<file path="config.mk">
export PLATFORM = sky130hd
export DESIGN_NAME = icache_fill_ctrl_flat
export DESIGN_NICKNAME = d
export VERILOG_FILES = /design/src/rtl/icache_fill_ctrl_if.sv /design/src/rtl/icache_fill_ctrl.sv /design/src/flat_wrapper.sv
export SDC_FILE = /design/constraint.sdc
export NUM_CORES = 1
export LEC_CHECK = 0
export CAP_MARGIN = 20
export CORE_ASPECT_RATIO = 0.5
export CORE_MARGIN = 3
export CORE_UTILIZATION = 40
export CTS_BUF_LIST = sky130_fd_sc_hd__clkbuf_16
export DETAILED_ROUTE_END_ITERATION = 10
export PLACE_DENSITY = 0.53
export SLEW_MARGIN = 20
export SYNTH_ARGS = -nofsm -noshare
export SYNTH_HDL_FRONTEND = slang
export SYNTH_SLANG_ARGS = --single-unit
export TNS_END_PERCENT = 30
</file>
<file path="constraint.sdc">
create_clock -name clk -period 10.8 [get_ports clk]
set_input_delay 1.62 -clock clk [delete_from_list [all_inputs] [get_ports clk]]
set_output_delay 1.62 -clock clk [all_outputs]
set_load 0.02 [all_outputs]
</file>
<file path="src/rtl/icache_fill_ctrl_if.sv">
// Memory-side bus of the instruction cache: read request out, line response in.
// The cache is the master; the unified memory serves the slave side.
interface icache_fill_ctrl_if;

    typedef struct packed {
        logic [15:0] addr;
        logic [15:0] data;
        logic        rw;    // 0 = read, 1 = idle (never a write)
    } mem_req_type;

    typedef struct packed {
        logic [63:0] data;
        logic        ready;
    } mem_data_type;

    mem_req_type  mem_req;
    mem_data_type mem_data_res;

    modport master (output mem_req, input mem_data_res);
    modport slave  (input mem_req, output mem_data_res);

endinterface

</file>
<file path="src/rtl/icache_fill_ctrl.sv">
// Direct-mapped instruction cache with a single-line miss/fill controller.
// Hits return in the same cycle; a miss stalls IF and fetches one full line.
module icache_fill_ctrl #(
    parameter int NUM_LINES  = 16,
    parameter int LINE_WORDS = 4,
    parameter int MISS_CNT_W = 16
) (
    input  logic                  clk,
    input  logic                  rst_n,
    input  logic [15:0]           pc,
    input  logic                  pc_valid,
    input  logic                  flush,
    output logic [15:0]           instr,
    output logic                  instr_valid,
    output logic                  stall,
    icache_fill_ctrl_if.master    mem,
    output logic [MISS_CNT_W-1:0] miss_count
);

    localparam int INDEX_W = $clog2(NUM_LINES);
    localparam int TAG_W   = 14 - INDEX_W;
    localparam int LINE_W  = 16 * LINE_WORDS;

    typedef enum logic {
        COMPARE = 1'b0,
        WAIT    = 1'b1
    } state_t;

    state_t                  state_r;
    logic [NUM_LINES-1:0]    valid_r;
    logic [TAG_W-1:0]        tag_r  [NUM_LINES];
    logic [LINE_W-1:0]       data_r [NUM_LINES];
    logic [13:0]             miss_line_r;
    logic                    rw_r;
    logic [MISS_CNT_W-1:0]   miss_count_r;

    logic [INDEX_W-1:0]      index_s;
    logic [TAG_W-1:0]        tag_s;
    logic [1:0]              offset_s;
    logic [INDEX_W-1:0]      fill_index_s;
    logic [TAG_W-1:0]        fill_tag_s;
    logic                    hit_s;
    logic                    fill_s;
    logic [LINE_W-1:0]       line_s;

    function automatic logic [15:0] word_sel(input logic [LINE_W-1:0] line, input logic [1:0] off);
        return line[{off, 4'b0000} +: 16];
    endfunction

    assign offset_s     = pc[1:0];
    assign index_s      = pc[2 +: INDEX_W];
    assign tag_s        = pc[15:2+INDEX_W];
    assign fill_index_s = miss_line_r[INDEX_W-1:0];
    assign fill_tag_s   = miss_line_r[13:INDEX_W];
    assign line_s       = data_r[index_s];

    // Flush deliberately does not take part in the compare of its own cycle.
    assign hit_s  = pc_valid & valid_r[index_s] & (tag_r[index_s] == tag_s);
    assign fill_s = (state_r == WAIT) & mem.mem_data_res.ready;

    assign mem.mem_req = {miss_line_r, 2'b00, 16'h0000, rw_r};
    assign miss_count  = miss_count_r;

    // Fetch-side outputs: zero-latency hit path, forced quiet while in reset.
    always_comb begin
        instr       = 16'h0000;
        instr_valid = 1'b0;
        stall       = 1'b0;
        if (!rst_n) begin
            instr       = 16'h0000;
            instr_valid = 1'b0;
            stall       = 1'b0;
        end else begin
            case (state_r)
                COMPARE: begin
                    if (hit_s) begin
                        instr       = word_sel(line_s, offset_s);
                        instr_valid = 1'b1;
                    end else begin
                        instr       = 16'h0000;
                        instr_valid = 1'b0;
                    end
                    stall = pc_valid & ~hit_s;
                end
                WAIT: begin
                    stall = pc_valid;
                end
                default: begin
                    stall = 1'b0;
                end
            endcase
        end
    end

    // Miss/fill FSM with registered request fields and saturating miss counter.
    always_ff @(posedge clk or negedge rst_n) begin
        if (!rst_n) begin
            state_r      <= COMPARE;
            rw_r         <= 1'b1;
            miss_line_r  <= 14'h0000;
            miss_count_r <= {MISS_CNT_W{1'b0}};
        end else begin
            case (state_r)
                COMPARE: begin
                    if (pc_valid && !hit_s) begin
                        state_r     <= WAIT;
                        rw_r        <= 1'b0;
                        miss_line_r <= pc[15:2];
                        if (miss_count_r != {MISS_CNT_W{1'b1}}) begin
                            miss_count_r <= miss_count_r + MISS_CNT_W'(1);
                        end
                    end
                end
                WAIT: begin
                    if (mem.mem_data_res.ready) begin
                        state_r <= COMPARE;
                        rw_r    <= 1'b1;
                    end
                end
                default: begin
                    state_r <= COMPARE;
                    rw_r    <= 1'b1;
                end
            endcase
        end
    end

    // Valid bits: flush beats a coincident fill, leaving the written line invalid.
    always_ff @(posedge clk or negedge rst_n) begin
        if (!rst_n) begin
            valid_r <= {NUM_LINES{1'b0}};
        end else if (flush) begin
            valid_r <= {NUM_LINES{1'b0}};
        end else if (fill_s) begin
            valid_r[fill_index_s] <= 1'b1;
        end
    end

    // Tag and data arrays are plain storage without reset.
    always_ff @(posedge clk) begin
        if (fill_s) begin
            tag_r[fill_index_s]  <= fill_tag_s;
            data_r[fill_index_s] <= mem.mem_data_res.data[LINE_W-1:0];
        end
    end

endmodule

</file>
<file path="src/flat_wrapper.sv">
// flat-port wrapper written by rule: the top's interface ports become plain ports
module icache_fill_ctrl_flat 
#(
    parameter int NUM_LINES  = 16,
    parameter int LINE_WORDS = 4,
    parameter int MISS_CNT_W = 16
)
  (clk, rst_n, pc, pc_valid, flush, instr, instr_valid, stall, miss_count, mem_mem_req, mem_mem_data_res);
  icache_fill_ctrl_if mem_i ();
  input  logic clk;
  input  logic rst_n;
  input  logic [15:0] pc;
  input  logic pc_valid;
  input  logic flush;
  output logic [15:0] instr;
  output logic instr_valid;
  output logic stall;
  output logic [MISS_CNT_W-1:0] miss_count;
  output wire logic [$bits(mem_i.mem_req)-1:0] mem_mem_req;
  input wire logic [$bits(mem_i.mem_data_res)-1:0] mem_mem_data_res;
  assign mem_mem_req = mem_i.mem_req;
  assign mem_i.mem_data_res = mem_mem_data_res;
  icache_fill_ctrl #(.NUM_LINES(NUM_LINES), .LINE_WORDS(LINE_WORDS), .MISS_CNT_W(MISS_CNT_W)) u_core (.clk(clk), .rst_n(rst_n), .pc(pc), .pc_valid(pc_valid), .flush(flush), .instr(instr), .instr_valid(instr_valid), .stall(stall), .mem(mem_i), .miss_count(miss_count));
endmodule
</file>
# Word level (Yosys, flattened, before mapping)
# Memories as Yosys holds them, arrays and structs flattened.
# Cells that the tools add are included.
dict set report word_totals {
  ram_bits 1184
  out_inout_bits 67
  n_memories 2
  reg_bits 48
  elab_cells 52
  inputBits 85
}
dict set report classes {
  magnitude_cmp 3
  addsub 1
  n_eq_ne 4
  reduce_logical 7
  muxes 22
  bitwise 7
  n_shift 1
}
# memory words width read_ports rd_ports_with_merged_regs write_ports line
set mem_list {}
lappend mem_list {u_core.data_r 16 64 1 0 1 icache_fill_ctrl.sv:32} ;# logic [LINE_W-1:0] data_r [NUM_LINES];
lappend mem_list {u_core.tag_r 16 10 1 0 1 icache_fill_ctrl.sv:31} ;# logic [TAG_W-1:0] tag_r [NUM_LINES];
# cell count
set op_table {}
lappend op_table {{$mux W16} 5}
lappend op_table {{$shiftx A64 B7 Y16} 1}
lappend op_table {{$add A16 B1 Y16 const B} 1}
lappend op_table {{$ne A16 B16 Y1 const B} 1}
lappend op_table {{$or A16 B16 Y16} 1}
lappend op_table {{$mux W1} 12}
lappend op_table {{$eq A10 B10 Y1} 1}
lappend op_table {{$lt A4 B5 Y1 const B} 2}
lappend op_table {{$pmux W1 S2} 3}
lappend op_table {{$and A1 B1 Y1} 4}
lappend op_table {{$bmux W1 S4} 1}
lappend op_table {{$demux W1 S4} 1}
lappend op_table {{$ge A4 B1 Y1 const B} 1}
lappend op_table {{$reduce_and A2 Y1} 2}
lappend op_table {{$reduce_and A3 Y1} 1}
lappend op_table {{$logic_and A1 B1 Y1} 2}
lappend op_table {{$ne A2 B1 Y1 const B} 1}
lappend op_table {{$ne A2 B2 Y1 const B} 1}
lappend op_table {{$not A1 Y1} 2}
lappend op_table {{$reduce_bool A2 Y1} 1}
lappend op_table {{$logic_not A1 Y1} 1}

# Longest topological paths before layout
# Gate-level depths: netlist of run 1.
dict set report logic_depth {
  depth_word 8
  mapped_depth 12
  mapped_depth_nobuf 8
}

# Worst setup path before layout of run 1
# Ideal clock, no wire load.
dict set report synth_path {
  path_type {input-to-reg}
  from {input port mem_mem_data_res[0]}
  to {memory u_core.data_r[0][0] (netlist name), enable pin}
  path_buffers 0
  t_arrival_ns 7.117
  setup_ns 0.599
  cell_stages 3
  setup_slack_ns 3.084
  cell_sequence {nand2_1 > or3_1 > nor3_1}
}
dict set report synth_between {
  elab_chain_len 3
}
# item line
set synth_rtl {}
lappend synth_rtl {{start, declared} flat_wrapper.sv:20} ;# input wire logic [$bits(mem_i.mem_data_res)-1:0] mem_mem_data_res;
lappend synth_rtl {{$and A1 B1 Y1} icache_fill_ctrl.sv:59} ;# assign fill_s = (state_r == WAIT) & mem.mem_data_res.ready;
lappend synth_rtl {{$mux W1} icache_fill_ctrl.sv:141} ;# if (fill_s) begin
lappend synth_rtl {{$mux W1 (implied by the code)} icache_fill_ctrl.sv:143} ;# data_r[fill_index_s] <= mem.mem_data_res.data[LINE_W-1:0];
lappend synth_rtl {{end, declared} icache_fill_ctrl.sv:32}
# No other way between the ends.

# Worst setup path after layout of run 1
dict set report layout_path {
  from {input port pc[3]}
  to {output port instr[7]}
}
dict set report layout_between {
  elab_chain_len 7
  word_cells_on_any_way 11
  classes_between {1 x eq/ne; 1 x shift; 5 x mux; 2 x bitwise; 2 x memory}
}
# item line
set layout_rtl {}
lappend layout_rtl {{start, declared} flat_wrapper.sv:12} ;# input logic [15:0] pc;
lappend layout_rtl {{branches (longest 4 deep; another with $mem_v2 Z16 W64)} -}
lappend layout_rtl {{$mux W16 (*)} icache_fill_ctrl.sv:76} ;# if (hit_s) begin
lappend layout_rtl {{$mux W16 (*)} icache_fill_ctrl.sv:74} ;# case (state_r)
lappend layout_rtl {{$mux W16 (*)} icache_fill_ctrl.sv:69} ;# if (!rst_n) begin
lappend layout_rtl {{end, declared} flat_wrapper.sv:15} ;# output logic [15:0] instr;
# Every way passes the cells marked *. The select of a mux whose other input is x is not followed.

==> impl_metrics.toml, run 1 <==
[clocking]
ctsResizeCount = 0
cts_setup_buffers = 0
numClockSinks = 1232
postCtsHoldBufs = 0
cts-buffers-inserted = 112
clk_pin_slew_ps = 60
clk_latency_ps = 730
cts_tree = "yes"
h-tree-depth = 3
cts_buffer_depth = 3
ctsRootBufferMaster = "clkbuf_16"

[critical_path]
cpMostUsedCell = "mux4_2"
crit_type = "in2out"
rrSetupSlack_ps = 6920
reg2reg_depth = 4
critPathMaxFanout = 95
r2r_start = "u_core.state_r"
cp.required_ps = 9180
critical_path_depth = 8
reg2reg_to = "u_core.data_r[2][46]"
max_stage_delay_ps = 910
path_buf_inv = 4
crit_arrival_ps = 6250
crit_slowest_cell = "buf_4"
cp-end-kind = "primary output"
path_cells = "buf_8 -> buf_4 -> buf_4 -> mux4_2 -> mux4_2 -> mux4_2 -> and3_1 -> clkdlybuf4s50_1"
path_delay_family = "buffers and inverters"
cp-start-kind = "primary input"

[pwr]
internal-power_uw = 7930
power.density_mw_per_mm2 = 187
power_frac_seq = 0.539
p_switching_uw = 2260
comb_power_share = 0.068
ir_drop_mv = 0.133
p_sw_frac = 0.222
p_total_uw = 10200
pwr-share-clk = 0.393
p_leak_uw = 0.0170

[floorplan]
std_cell_rows = 88
die_y_um = 249
die_w_um = 492
coreArea_mm2 = 0.116
num_io_pins = 152
die-area_mm2 = 0.123
start_util = 0.407

[status]
status = "finished, final reports clean"

[sta]
final_max_slew_viol_count = 0
min_period_ps = 7870
hold_slack_ps = 490
max_freq_mhz = 127
worstMarginPinSlew_ps = 1070
maxSlewHeadroom = 0.286
rsz0062_at_grt = "false"
setup_tns_ps = 0
period_share = 0.729
hold_viol = 0
finClkSkew_ps = 38.4
setup_viol = 0

[synth]
synth_area_per_cell_um2 = 24.3
syn_area_mm2 = 0.0473
synth-seq-cells = 1232
synth_cells = 1948
yosys.area.top_type = "edfxtp_1"
ys_warn_count = 0
synthTopCellsByCount = "1184 x edfxtp_1, 374 x mux4_2, 48 x clkbuf_1"
yosysTopAreaCellShare = 0.751
ys.flop_type = "edfxtp_1"
yosys-top-cells-area = "edfxtp_1 75%, mux4_2 18%, dfrtp_1 2.5%"
synthDistinctLibCells = 44
seq_area_frac_synth = 0.777
synth_most_common_cell = "edfxtp_1"
synth_edf_count = 1184
async_reset_ff_frac = 0.0390

[place]
io_buffers = 133
place_inst = 3608
hpwlAfterDp_um = 61400
gp_routability_congestion = 0.730

[final_layout]
n_fill_cell = 9534
finalNetCount = 2233
drive_gt1_frac = 0.281
final_cells = 3823
syn_to_final_growth_pct = 14.9
final_util = 0.467

[routing]
vias_per_cell = 5.54
first_pass_iters = 5
routed_wl_um = 113000
drt_iter0_markers = 2058
drc = 0
vias = 21200
ant_nets = 0
wl_per_cell_um = 29.7

[worst_hold_path]
worstHoldPathCells = 1
min_to = "u_core.miss_count[11]"
worstHoldStart = "u_core.miss_count[11]"
hp-class = "reg2reg"

[global_routing]
grt_pass1_wl_um = 164000
grt_max_degree = 96
grt_overflow = 0
first_global_vias = 22000
grt_usage = 0.185
antenna_found_initial = 12

[job]
max-cap-violations = 0
[metal layers]
metal,up-vias,part of all wire,track usage
li1,8740,-,-
met1,11700,0.46,0.275
met2,548,0.48,0.289
met3,126,0.049,0.0341
met4,2,0.017,0.0379
met5,-,0.000071,0
[per-stage QoR]
step / setup WS (ps) / cell area [um^2]
after CTS: 2870 / 54300
after global placement: 2860 / 50600
after detailed placement: 2870 / 50600
after global routing: 2750 / 54300
final: 2930 / 54300
after floorplan: 3080 / 47400
[kinds of logic after synthesis]
family                     count (synthesis)  share of synthesized area
muxes                                    422                      0.189
adders and majority gates                  1                   0.000264
other                                      1                  0.0000792
buffers and inverters                    118                     0.0119
AOI/OAI and AO/OA                         22                    0.00381
xor gates and xnor gates                  26                    0.00481
and+or+nand+nor                          126                     0.0136
DFF                                     1232                      0.777
[cell usage in the layout, fill, tap and decap left out, types with 3 or more instances in the layout]
cell type and n:
nand2_1 13, xor2_1 7, o22ai_1 3, buf_4 50
mux4_2 374, mux2i_1 25, nor3_2 4, nor2_1 31
mux2_2 14, inv_1 23, and2_1 3, nand3_1 13
clkdlybuf4s50_1 127, o21ai_0 4, nor3_1 3, or3_1 3
nand2b_1 5, clkinv_2 27, nand4b_1 3, mux2_1 9
clkinvlp_4 5, o21ba_2 3, clkinv_1 29, and3_1 20
clkbuf_16 114, edfxtp_1 1184, nor2_4 13, conb_1 18
nand4_1 7, bufinv_16 13, nor2b_1 4, dfrtp_1 47
a21oi_1 4, inv_6 3, xnor2_1 19
[power groups by stage]
| stage | Sequential [uW] | Clock [uW] | Combinational, uW |
|---|---|---|---|
| 2_1_floorplan | 5600 | 0 | 364 |
| 3_3_place_gp | 5590 | 0 | 703 |
| 3_5_place_dp | 5600 | 0 | 708 |
| 4_1_cts | 5500 | 4100 | 709 |
| 5_1_grt | 5510 | 4300 | 739 |
| 6_report | 5490 | 4000 | 691 |
[worst register-to-register path: cells and delay by family (launching register included)]
family	cells	cell delay, ps
and+or+nand+nor	2	1240
buffers and inverters	2	1530
DFF	1	650
[worst max-delay path by stage]
stage | from | endpoint | slack [ps]
2_1_floorplan | mem_mem_data_res[0] | u_core.data_r[0][0] | 3080
3_3_place_gp | pc[3] | instr[0] | 2860
3_5_place_dp | pc[3] | instr[7] | 2870
4_1_cts | pc[3] | instr[0] | 2870
5_1_grt | pc[3] | instr[7] | 2750
6_report | pc[3] | instr[7] | 2930
[final cells by class]
| type | instances | area [um^2] | share of cell area |
|---|---|---|---|
| repair buffers | 182 | 1730 | 0.0318 |
| well taps | 1575 | 1970 | 0.0363 |
| diodes | 2 | 5.00 | 0.0000921 |
| clock buffers | 114 | 2850 | 0.0525 |
| inverters | 4 | 15.0 | 0.000276 |
| clock inverters | 99 | 846 | 0.0156 |
| flip-flops and latches | 1232 | 36800 | 0.676 |
| multi-input cells | 615 | 10200 | 0.187 |
[sequential cells by signal (all words and copies together), names as in the netlist]
name and flops:
u_core.rw_r 1, u_core.tag_r 160, u_core.data_r 1024, u_core.valid_r 16
u_core.miss_line_r 14, u_core.miss_count 16, u_core.state_r 1
(Power assumes the default switching activity.)
==> run 2: changes to the inputs <==
Clock period 10.8 ns to 7.7 ns, I/O delays scaled along.
==> run 2 against run 1 <==
Utilization up 0.072 points; via count about the same; clock skew up 4.8 ps; wire length up 0.50%; final area up 0.15%; highest routed layer unchanged.
==> impl_metrics.toml, run 2 (synthesis results as in run 1) <==
[status]
status = "finished, final reports clean"

[sta]
rsz0062_at_grt = "false"
hold_viol = 0
max_freq_mhz = 147
finClkSkew_ps = 43.3
maxSlewHeadroom = 0.298
final_max_slew_viol_count = 0
worstMarginPinSlew_ps = 1050
setup_tns_ps = 0
min_period_ps = 6780
setup_viol = 0
hold_slack_ps = 494
period_share = 0.881

[critical_path]
reg2reg_depth = 8
path_delay_family = "buffers and inverters"
max_stage_delay_ps = 660
rrSetupSlack_ps = 4230
cp-start-kind = "primary input"
reg2reg_to = "u_core.miss_line_r[1]"
path_buf_inv = 2
critPathMaxFanout = 74
crit_type = "in2out"
path_cells = "buf_8 -> mux4_2 -> mux4_2 -> xnor2_1 -> nand2_1 -> a2111oi_2 -> o2111ai_4 -> nor2_4 -> and3_1 -> clkdlybuf4s50_1"
cp.required_ps = 6550
crit_arrival_ps = 5630
cpMostUsedCell = "mux4_2"
cp-end-kind = "primary output"
crit_slowest_cell = "nor2_4"
crit_start = "pc[3]"
r2r_start = "u_core.tag_r[0][8]"

[routing]
vias = 21100
routed_wl_um = 114000
first_pass_iters = 5
ant_nets = 0
drc = 0
wl_per_cell_um = 29.9
drt_iter0_markers = 1969
vias_per_cell = 5.54

[global_routing]
antenna_found_initial = 21
first_global_vias = 22100
grt_usage = 0.187
grt_pass1_wl_um = 164000
grt_overflow = 0
grt_max_degree = 99

[final_layout]
final_common_cell = "edfxtp_1"
top_register = "u_core.data_r"
n_fill_cell = 9573
regArea_mm2 = 0.0368
drive_gt1_frac = 0.278
final_cell_mix = "1184 x edfxtp_1, 374 x mux4_2, 127 x clkdlybuf4s50_1, 111 x clkbuf_16, 47 x dfrtp_1"
top_regs = "u_core.data_r: 1024 flops, u_core.tag_r: 160 flops"
largest_reg_flops = 1024
finalNetCount = 2225
multi_input_area_mm2 = 0.0102
syn_to_final_growth_pct = 15.0
final_cells = 3817

[place]
hpwlAfterDp_um = 59900
place_inst = 3601
io_buffers = 133
gp_routability_congestion = 0.721

[clocking]
cts-buffers-inserted = 111
postCtsHoldBufs = 0
h-tree-depth = 3
cts_tree = "yes"
cts_setup_buffers = 0
cts_buffer_depth = 3
ctsResizeCount = 0
ctsRootBufferMaster = "clkbuf_16"
clk_latency_ps = 720
clk_pin_slew_ps = 60
numClockSinks = 1232

[worst_hold_path]
worstHoldStart = "u_core.miss_count[11]"
hp-class = "reg2reg"
worstHoldPathCells = 1
min_to = "u_core.miss_count[11]"

[floorplan]
die-area_mm2 = 0.123
die_y_um = 249
num_io_pins = 152
start_util = 0.407
die_w_um = 492
std_cell_rows = 88
coreArea_mm2 = 0.116

[pwr]
power.density_mw_per_mm2 = 263
p_leak_uw = 0.0170
ir_drop_mv = 0.193

[job]
max-cap-violations = 0
-- run 2: changes by cell type in the layout (fill, tap and decap cells not counted), sizes merged --
cell,change
buf,-7
clkinv,-5
diode,+4
clkbuf,-3
bufinv,+2
inv,+2
clkinvlp,+1
-- run 2: through the flow --
stage | area [um^2] | utilization | power (uW) | setup WS [ps]
2_1_floorplan | 47400 | - | 8370 | 449
6_report | 54400 | 0.468 | 14300 | 917
3_5_place_dp | 50700 | 0.436 | 8850 | 965
5_1_grt | 54400 | 0.468 | 14800 | 734
3_3_place_gp | 50700 | 0.436 | 8830 | 1060
4_1_cts | 54400 | 0.468 | 14500 | 952
-- run 2: cell type report --
cell class | count | share of cell area
flip-flops and latches | 1232 | 0.675
multi-input cells | 615 | 0.187
clock buffers | 111 | 0.0510
well taps | 1575 | 0.0362
repair buffers | 175 | 0.0331
clock inverters | 99 | 0.0169
inverters | 4 | 0.000276
diodes | 6 | 0.000276
-- run 2: report_power, final --
group / leakage, uW / internal (uW) / switching, uW
sequential: 0.0113 / 7580 / 120
clock: 0.00188 / 3140 / 2490
combinational: 0.00387 / 409 / 570
total: 0.0170 / 11100 / 3180
-- run 2: layer usage --
layer  vias up  part of all wire  wire [um]  track usage
li1       8751                 -          -            -
met1     11700              0.45      51800        0.272
met2       545              0.47      53300        0.287
met3       152             0.057       6550       0.0416
met4         6             0.020       2270       0.0465
met5         -           0.00035         40            0
-- run 2: worst max-delay path by stage --
stage          cells past startpoint  slack, ps                  end
6_report                          10        920            instr[14]
2_1_floorplan                      3        450  u_core.data_r[0][0]
3_3_place_gp                       8       1060            instr[11]
4_1_cts                           10        950             instr[5]
3_5_place_dp                      10        970             instr[5]
5_1_grt                           10        730            instr[14]
-- run 2: worst register-to-register path, delay by kind of cell, from the launching register on --
family | cells | cell delay (ps)
AND/OR/NAND/NOR | 2 | 540
multiplexers | 3 | 1320
AO/OA/AOI/OAI | 2 | 920
XOR/XNOR | 1 | 200
flip-flops | 1 | 380
==> run 3: changes to the inputs <==
Settings changed: CORE_UTILIZATION 40 to 35, PLACE_DENSITY 0.53 to 0.47.
==> run 3 against run 2 <==
Global-route usage shrank 1.8 points; final area grew 0.40%; worst hold slack lost 2.4 ps; first-iteration DRC count shrank 6.2%; register-to-register slack gained 20 ps; worst setup slack gained 170 ps; wire length grew 3.1%; power shrank 0.58%; die area grew 14%; critical path depth is the same; cell count grew 5.3%; sequential share of layout area shrank 0.27 points; largest cell class unchanged.
==> impl_metrics.toml, run 3 (synthesis results as in run 1) <==
[global_routing]
grt_max_degree = 86
grt_overflow = 0
antenna_found_initial = 14
met3_usage = 0.0284
grtUsageMet1 = 0.251
top_usage_layer = "met2"
first_global_vias = 22300
grt_pass1_wl_um = 170000
grt_usage = 0.169
use_met2 = 0.263

[place]
hpwlAfterDp_um = 61500
gp_routability_congestion = 0.719
io_buffers = 133
dpl-instance-area_mm2 = 0.0510

[sta]
period_share = 0.858
min_period_ps = 6610
setup_viol = 0
maxSlewHeadroom = 0.295
rsz0062_at_grt = "false"
final_max_slew_viol_count = 0
setup_tns_ps = 0
finClkSkew_ps = 19.0
max_freq_mhz = 151
hold_slack_ps = 491
worstMarginPinSlew_ps = 1060
hold_viol = 0

[final_layout]
drive_gt1_frac = 0.274
final_common_cell = "edfxtp_1"
top_register = "u_core.data_r"
final_area_mm2 = 0.0547
finalNetCount = 2231
final_cell_mix = "1184 x edfxtp_1, 374 x mux4_2, 127 x clkdlybuf4s50_1, 115 x clkbuf_16, 47 x dfrtp_1"
top_regs = "u_core.data_r: 1024 flops, u_core.tag_r: 160 flops"
largest_reg_flops = 1024
syn_to_final_growth_pct = 15.5

[critical_path]
path_buf_inv = 2
cp.required_ps = 6550
cp-start-kind = "primary input"
r2r_start = "u_core.tag_r[7][8]"
crit_slowest_cell = "nor2_4"
path_cells = "clkbuf_8 -> mux4_2 -> mux4_2 -> xnor2_1 -> nand2_1 -> a2111oi_2 -> o2111ai_4 -> nor2_4 -> and3_1 -> clkdlybuf4s50_1"
max_stage_delay_ps = 640
crit_type = "in2out"
cp-end-kind = "primary output"
reg2reg_to = "u_core.miss_line_r[13]"
path_delay_family = "buffers and inverters"
cpMostUsedCell = "mux4_2"
critPathMaxFanout = 52
rrSetupSlack_ps = 4250
reg2reg_depth = 8
crit_arrival_ps = 5450

[clocking]
clk_pin_slew_ps = 60
ctsRootBufferMaster = "clkbuf_16"
cts-buffers-inserted = 114
clk_latency_ps = 720
cts_setup_buffers = 0
cts_buffer_depth = 3
postCtsHoldBufs = 0
numClockSinks = 1232
ctsResizeCount = 0
h-tree-depth = 3
cts_tree = "yes"

[routing]
drc = 0
ant_nets = 0
wl_per_cell_um = 29.2
first_pass_iters = 4
drt_iter0_markers = 1847
routed_wl_um = 118000
vias = 21100
vias_per_cell = 5.26

[floorplan]
coreArea_mm2 = 0.133
die-area_mm2 = 0.140
std_cell_rows = 94
start_util = 0.356
num_io_pins = 152
die_w_um = 526
die_y_um = 266

[job]
max-cap-violations = 0

[pwr]
internal-power_uw = 11000
p_switching_uw = 3190
power_frac_seq = 0.542
ir_drop_mv = 0.177
pwr-share-clk = 0.388
p_sw_frac = 0.224
p_leak_uw = 0.0171
power.density_mw_per_mm2 = 260
comb_power_share = 0.070

[worst_hold_path]
hp-class = "reg2reg"
worstHoldPathCells = 2
min_to = "u_core.valid_r[11]"
worstHoldStart = "u_core.valid_r[11]"

[status]
status = "finished, final reports clean"
run 3: metrics by stage:
stage / util / power, uW / instances / setup slack [ps]
final: 0.412 / 14200 / 4019 / 1090
after detailed placement: 0.384 / 8880 / 3805 / 1000
after floorplan: - / 8370 / 1965 / 449
after global routing: 0.412 / 14800 / 4017 / 881
after CTS: 0.412 / 14400 / 4017 / 1010
after global placement: 0.384 / 8860 / 3805 / 1090
run 3: worst register-to-register path, stage by stage, from the launching register on:
cell and delay, ps:
edfxtp_1 390, mux4_2 450, mux4_2 480, xnor2_1 190, nand2_1 130, a2111oi_2 430, o2111ai_4 480, nand2_4 410
mux2_2 390
run 3: final cells by class:
type / count / area (um^2)
multi-input combinational: 615 / 10200
clock inverter: 97 / 726
timing repair buffer: 178 / 1880
tap: 1776 / 2220
clock buffer: 115 / 2880
inverter: 4 / 15.0
fill: 11500 / 78100
sequential: 1232 / 36800
antenna: 2 / 5.00
run 3: worst max-delay path by stage:
stage          cells after the start  slack (ps)                 from                   to
2_1_floorplan                      3         450  mem_mem_data_res[0]  u_core.data_r[0][0]
6_report                          10        1090                pc[4]            instr[11]
3_5_place_dp                      10        1000                pc[4]            instr[11]
4_1_cts                           10        1010                pc[4]            instr[11]
3_3_place_gp                      10        1090                pc[4]            instr[12]
5_1_grt                           10         880                pc[4]            instr[11]
run 3: routing by layer:
metal / part of all wire / vias to the layer above / wire (um)
met3: 0.042 / 155 / 4960
met2: 0.47 / 473 / 55100
li1: - / 8733 / -
met4: 0.020 / 2 / 2290
met5: 0.00011 / - / 13
met1: 0.47 / 11800 / 55200
run 3: power by group through the flow:
stage | clock network [uW] | logic, uW | registers (uW)
after global placement | 0 | 1020 | 7850
after floorplan | 0 | 510 | 7860
after detailed placement | 0 | 1020 | 7850
after CTS | 5680 | 1030 | 7710
final | 5530 | 997 | 7710
after global routing | 5960 | 1070 | 7730
